==> src/rtl/posit_cop_seq.sv <==
// Bus-attached sequencer for NUM_OPS posit operator units. Results are queued in a small FIFO.
// Define POSIT_COP_SEQ_TIMEOUT_EN to add a watchdog that abandons a WAIT lasting TIMEOUT cycles.
module posit_cop_seq #(
    parameter int N          = 32,
    parameter int NUM_OPS    = 3,
    parameter int FIFO_DEPTH = 4,
    parameter int TIMEOUT    = 64
) (
    input  logic                 clk_i,
    input  logic                 rst_i,
    input  logic                 req_i,
    input  logic                 we_i,
    input  logic [31:0]          addr_i,
    input  logic [3:0]           be_i,
    input  logic [31:0]          wdata_i,
    output logic                 rvalid_o,
    output logic [31:0]          rdata_o,
    output logic [N-1:0]         opa_o,
    output logic [N-1:0]         opb_o,
    output logic [NUM_OPS-1:0]   start_o,
    input  logic [NUM_OPS-1:0]   done_i,
    input  logic [NUM_OPS*N-1:0] result_i,
    input  logic [NUM_OPS-1:0]   inf_i,
    input  logic [NUM_OPS-1:0]   zero_i
);
    localparam int SEL_W = (NUM_OPS > 1) ? $clog2(NUM_OPS) : 1;
    localparam int PTR_W = $clog2(FIFO_DEPTH);
    localparam int CNT_W = PTR_W + 1;
    localparam logic [4:0] ADDR_OPA  = 5'h00;
    localparam logic [4:0] ADDR_OPB  = 5'h04;
    localparam logic [4:0] ADDR_CMD  = 5'h08;
    localparam logic [4:0] ADDR_STAT = 5'h0C;
    localparam logic [4:0] ADDR_RES  = 5'h10;
    localparam logic [3:0] CMD_MAX   = 4'(NUM_OPS);
    localparam logic [CNT_W-1:0] CNT_FULL = CNT_W'(FIFO_DEPTH);

    typedef enum logic [1:0] {
        ST_IDLE  = 2'd0,
        ST_START = 2'd1,
        ST_WAIT  = 2'd2,
        ST_PUSH  = 2'd3
    } state_t;

    function automatic logic [31:0] merge_bytes(input logic [31:0] old_v,
                                                input logic [31:0] new_v,
                                                input logic [3:0]  be);
        logic [31:0] m;
        for (int b = 0; b < 4; b++) begin
            m[b*8 +: 8] = be[b] ? new_v[b*8 +: 8] : old_v[b*8 +: 8];
        end
        return m;
    endfunction

    state_t             state_r;
    logic [SEL_W-1:0]   sel_r;
    logic [N-1:0]       opa_r, opb_r, res_r;
    logic               inf_r, zero_r;
    logic               err_r, last_inf_r, last_zero_r;
    logic [N+1:0]       fifo_r [FIFO_DEPTH];
    logic [PTR_W-1:0]   wptr_r, rptr_r;
    logic [CNT_W-1:0]   cnt_r;

    logic [4:0]  adr_s;
    logic [3:0]  cmd_s;
    logic        wr_s, rd_s, empty_s, full_s, busy_s;
    logic        cmd_wr_s, cmd_ok_s, cmd_acc_s, cmd_drop_s;
    logic        pop_s, pop_empty_s, push_s, err_clr_s, done_sel_s, timeout_s;
    logic [N+1:0] head_s;
    logic [31:0] status_s, rd_val_s;
    logic        unused_addr_s;

`ifdef POSIT_COP_SEQ_TIMEOUT_EN
    localparam int TMR_W = $clog2(TIMEOUT + 1);
    logic [TMR_W-1:0] tmr_r;
`endif

    assign unused_addr_s = ^addr_i[31:5];

    // Bus decode, command qualification, FIFO flags and read-data selection
    always_comb begin
        adr_s       = addr_i[4:0];
        cmd_s       = wdata_i[3:0];
        wr_s        = req_i & we_i;
        rd_s        = req_i & ~we_i;
        empty_s     = (cnt_r == {CNT_W{1'b0}});
        full_s      = (cnt_r == CNT_FULL);
        busy_s      = (state_r != ST_IDLE);
        cmd_wr_s    = wr_s & (adr_s == ADDR_CMD);
        cmd_ok_s    = ~busy_s & ~full_s & (cmd_s >= 4'd1) & (cmd_s <= CMD_MAX);
        cmd_acc_s   = cmd_wr_s & cmd_ok_s;
        cmd_drop_s  = cmd_wr_s & ~cmd_ok_s;
        pop_s       = rd_s & (adr_s == ADDR_RES) & ~empty_s;
        pop_empty_s = rd_s & (adr_s == ADDR_RES) & empty_s;
        push_s      = (state_r == ST_PUSH);
        err_clr_s   = wr_s & (adr_s == ADDR_STAT) & wdata_i[3];
        done_sel_s  = done_i[sel_r];
        head_s      = fifo_r[rptr_r];
`ifdef POSIT_COP_SEQ_TIMEOUT_EN
        timeout_s   = (state_r == ST_WAIT) & ~done_sel_s & (tmr_r == TMR_W'(TIMEOUT - 1));
`else
        timeout_s   = 1'b0;
`endif
        status_s    = {19'd0, 5'(cnt_r), 2'd0, last_zero_r, last_inf_r,
                       err_r, full_s, empty_s, busy_s};
        case (adr_s)
            ADDR_OPA:  rd_val_s = 32'(opa_r);
            ADDR_OPB:  rd_val_s = 32'(opb_r);
            ADDR_STAT: rd_val_s = status_s;
            ADDR_RES:  rd_val_s = empty_s ? 32'd0 : 32'(head_s[N-1:0]);
            default:   rd_val_s = 32'd0;
        endcase
    end

    // Operation sequencer: snapshot operands, pulse start, wait for the selected unit
    always_ff @(posedge clk_i) begin
        if (rst_i) begin
            state_r <= ST_IDLE;
            start_o <= {NUM_OPS{1'b0}};
            opa_o   <= {N{1'b0}};
            opb_o   <= {N{1'b0}};
            sel_r   <= {SEL_W{1'b0}};
            res_r   <= {N{1'b0}};
            inf_r   <= 1'b0;
            zero_r  <= 1'b0;
`ifdef POSIT_COP_SEQ_TIMEOUT_EN
            tmr_r   <= {TMR_W{1'b0}};
`endif
        end else begin
            case (state_r)
                ST_IDLE: begin
                    if (cmd_acc_s) begin
                        state_r <= ST_START;
                        opa_o   <= opa_r;
                        opb_o   <= opb_r;
                        sel_r   <= SEL_W'(cmd_s - 4'd1);
                        start_o <= NUM_OPS'(1'b1) << (cmd_s - 4'd1);
                    end
                end
                ST_START: begin
                    start_o <= {NUM_OPS{1'b0}};
                    state_r <= ST_WAIT;
`ifdef POSIT_COP_SEQ_TIMEOUT_EN
                    tmr_r   <= {TMR_W{1'b0}};
`endif
                end
                ST_WAIT: begin
                    if (done_sel_s) begin
                        res_r   <= result_i[sel_r*N +: N];
                        inf_r   <= inf_i[sel_r];
                        zero_r  <= zero_i[sel_r];
                        state_r <= ST_PUSH;
`ifdef POSIT_COP_SEQ_TIMEOUT_EN
                    end else if (timeout_s) begin
                        state_r <= ST_IDLE;
                    end else begin
                        tmr_r   <= tmr_r + TMR_W'(1);
`endif
                    end
                end
                ST_PUSH: state_r <= ST_IDLE;
                default: begin
                    state_r <= ST_IDLE;
                    start_o <= {NUM_OPS{1'b0}};
                end
            endcase
        end
    end

    // Operand registers, sticky error, last-popped flags and the one-cycle bus response
    always_ff @(posedge clk_i) begin
        if (rst_i) begin
            opa_r       <= {N{1'b0}};
            opb_r       <= {N{1'b0}};
            err_r       <= 1'b0;
            last_inf_r  <= 1'b0;
            last_zero_r <= 1'b0;
            rvalid_o    <= 1'b0;
            rdata_o     <= 32'd0;
        end else begin
            rvalid_o <= req_i;
            rdata_o  <= rd_s ? rd_val_s : 32'd0;
            if (wr_s && adr_s == ADDR_OPA) opa_r <= N'(merge_bytes(32'(opa_r), wdata_i, be_i));
            if (wr_s && adr_s == ADDR_OPB) opb_r <= N'(merge_bytes(32'(opb_r), wdata_i, be_i));
            // a set in the same cycle as a clear wins
            if (cmd_drop_s || pop_empty_s || timeout_s) err_r <= 1'b1;
            else if (err_clr_s)                         err_r <= 1'b0;
            if (pop_s) begin
                last_inf_r  <= head_s[N+1];
                last_zero_r <= head_s[N];
            end
        end
    end

    // Result FIFO pointers and occupancy; pointers wrap naturally at the power-of-two depth
    always_ff @(posedge clk_i) begin
        if (rst_i) begin
            wptr_r <= {PTR_W{1'b0}};
            rptr_r <= {PTR_W{1'b0}};
            cnt_r  <= {CNT_W{1'b0}};
        end else begin
            if (push_s) wptr_r <= wptr_r + PTR_W'(1);
            if (pop_s)  rptr_r <= rptr_r + PTR_W'(1);
            case ({push_s, pop_s})
                2'b10:   cnt_r <= cnt_r + CNT_W'(1);
                2'b01:   cnt_r <= cnt_r - CNT_W'(1);
                default: cnt_r <= cnt_r;
            endcase
        end
    end

    // Result FIFO storage, entry layout {inf, zero, result}
    always_ff @(posedge clk_i) begin
        if (push_s) fifo_r[wptr_r] <= {inf_r, zero_r, res_r};
    end
endmodule

==> config.mk <==
export PLATFORM = sky130hd
export DESIGN_NAME = posit_cop_seq
export DESIGN_NICKNAME = d
export VERILOG_FILES = /design/src/rtl/posit_cop_seq.sv
export SDC_FILE = /design/constraint.sdc
export NUM_CORES = 1
export LEC_CHECK = 0
export CORE_ASPECT_RATIO = 0.9
export CORE_MARGIN = 2
export CORE_UTILIZATION = 25
export DETAILED_ROUTE_END_ITERATION = 8
export PLACE_DENSITY = 0.43
export SLEW_MARGIN = 10
export SYNTH_ARGS = -nofsm -noshare
export SYNTH_HDL_FRONTEND = slang
export SYNTH_SLANG_ARGS = --single-unit
==> constraint.sdc <==
create_clock -name clk_i -period 3.31 [get_ports clk_i]
set_input_delay 0.662 -clock clk_i [delete_from_list [all_inputs] [get_ports clk_i]]
set_output_delay 0.662 -clock clk_i [all_outputs]
set_load 0.02 [all_outputs]
==> reports/results.txt <==
CP Launch Type - input pin
Fill count - 5699
Worst-Margin Slew - 0.815 ns
NumNets Final - 1623
Synth top area share - 0.307
Dpl ws - -0.0193 ns
P_leak - 5.96 nW
Die W - 253 µm
Total CTS buffers - 39
Routed wire per std cell - 18.1 µm
1st-iter DRT viols - 405
FF-to-FF Start - cnt_r[0]
Main flop type after synthesis - dfxtp_1
Post-route DRC - 0
CTS tree - built
Max VDD drop - 0.000344 V
Vias - 9479
Die area - 57700 µm²
Synth Instances - 1181
Seq/Total Area, Yosys - 0.600
M1 GR Usage - 0.199
Worst Setup EP - cnt_r[2]
Synth top cells by count - dfxtp_1 (214), nand2_1 (159), nor2_1 (154)
Routability cong. - 0.764
Crit path max fanout - 2
Setup repair after global routing missed its margin - false
Post-route minimum period - 2.77 ns
Post-route ant nets - 0
Row cnt - 82
Buffer depth of the longest clock path - 3
Most frequent cell after synthesis - dfxtp_1
Initial antenna violation count - 1
Top cells by area, synth - dfxtp_1 (31%), edfxtp_1 (29%), mux2i_1 (7.4%), mux4_2 (5.5%), nand2_1 (4.3%)
Worst-Skew Late Latency - 0.56 ns
Worst Path Required - 3.79 ns
Hold violation count in the final report - 0
Post-cts resize count - 0
Syn Area/Cell - 11.8 µm²
Cells on worst reg2reg path - 10
YS warnings - 0
MaxCap Viol Count - 0
Async SR Flop Fraction - 0
H-tree Lvls - 2
TritonRoute pass-1 iters - 7
Post-CTS setup buffers - 0
Mapped Nets - 1371
Kind of critical path - input pin to register
EDFF count, synth - 136
Most Used Layer, Global Route - met1
Fmax - 362 MHz
Total global routing overflow - 0
CP endpoint kind - register
Worst hold path class - register to register
Layout cell share with drive strength beyond 1 - 0.135
Worst Setup Slack, final - 0.545 ns
Detailed Place HPWL - 27800 µm
Core area - 55400 µm²
Run status - finished, final reports clean
Worst Setup SP - addr_i[1]
Final Max Tran Viols - 0
Tot Pwr - 9.20 mW
Clk slew on worst S/H paths - 0.06 ns
Global-route track usage on met3 - 0.0322
PwrDens - 496 nW/µm²
Initial Utilization - 0.252
Final WL - 39300 µm
CTS Sinks - 350
I/O pin count - 277
Via/cell ratio - 4.35
Worst Path Arrival - 3.25 ns
Reg2reg setup slack - 1.21 ns
Vias in the first global route - 9521
Mapped cell area - 14000 µm²
CTS Hold Bufs - 0
Buffers on Ports - 249
Met2 Use GR - 0.198
Largest net degree at the start of global routing - 88
Gr usage total - 0.135
Slew headroom - 0.457
Die Ht - 228 µm
Area Overhead vs Synth - 33.1%
First-pass GRT wire length - 59600 µm
Clk root buf - clkbuf_16
Synth cell types - 53
R2r endpoint - cnt_r[2]
Final setup fails - 0
Largest area contributor in the netlist - dfxtp_1
Crit share post-route - 0.835
#FFs+latches synth - 350
Setup Skew - 0.0170 ns
## area by class of cell
class                      instances  area [µm²]  area share
tap                              714         893      0.0481
antenna                            1        2.50    0.000135
clock buffer                      53        1070      0.0575
timing repair buffer             293        2910       0.157
sequential                       350        8370       0.451
multi-input combinational        735        5090       0.274
inverter                          14        52.6     0.00283
clock inverter                    17         179     0.00963
## metrics by stage
stage,setup TNS (ns),instances,hold slack [ns],area (µm²),utilization
2_1_floorplan,0,1181,0.436,14000,-
3_3_place_gp,-0.000772,2106,0.446,17300,0.313
3_5_place_dp,-0.0193,2106,0.448,17300,0.313
4_1_cts,0,2176,0.456,18600,0.335
5_1_grt,0,2176,0.479,18600,0.335
6_report,0,2177,0.452,18600,0.335
## layer usage
metal	vias up	part of all wire
li1	4725	-
met1	4465	0.51
met2	238	0.41
met3	51	0.058
met4	0	0.018
met5	-	0
## sequential cells by signal, indices dropped and copies added (netlist names), 3 cells and up, named ones only
register,flops
cnt_r,3
fifo_r,136
opa_o,32
opa_r,32
opb_o,32
opb_r,32
rdata_o,32
res_r,32
start_o,3
## cell usage in the layout (no fill, tap or decap), types with 10 or more instances in the layout
cell type,n
a211oi_1,37
a21oi_1,109
a21oi_2,20
a22oi_2,20
buf_4,37
clkbuf_1,10
clkbuf_16,39
clkdlybuf4s50_1,248
dfxtp_1,212
edfxtp_1,136
ha_1,12
inv_1,14
mux2i_1,103
mux4_2,34
nand2_1,159
nor2_1,154
## critical path: stages
cell	delay, ns
clkdlybuf4s50_1	0.45
or4_4	0.58
nor3_4	0.20
nand2_2	0.07
inv_1	0.06
ha_1	0.16
inv_1	0.06
fa_1	0.38
xor2_1	0.18
or3_1	0.31
a21oi_1	0.14
## power breakdown
part           switching, mW  internal [mW]  total, mW
Clock                   1.77           2.51       4.28
Combinational          0.186          0.229      0.415
Sequential            0.0255           4.48       4.51
Total                   1.99           7.22       9.20
## cell families after synthesis
logic type,count (synthesis),share of synthesized area
multiplexers,139,0.130
AND/OR/NAND/NOR,363,0.112
adder cells (fa/ha/maj),13,0.0122
buffers and inverters,96,0.0366
flip-flops,350,0.600
AO/OA/AOI/OAI,213,0.105
XOR/XNOR,7,0.00439
## worst min-delay path by stage
stage               start    endpoint  slack (ns)  depth (start not counted)
6_report        opb_o[12]   opb_o[12]        0.45                          2
5_1_grt         opa_o[21]   opa_o[21]        0.48                          2
4_1_cts         opb_o[12]   opb_o[12]        0.46                          2
3_5_place_dp    opb_o[12]   opb_o[12]        0.45                          2
3_3_place_gp    opb_o[24]   opb_o[24]        0.45                          2
2_1_floorplan  last_inf_r  last_inf_r        0.44                          2
(Power assumes the default switching activity.)
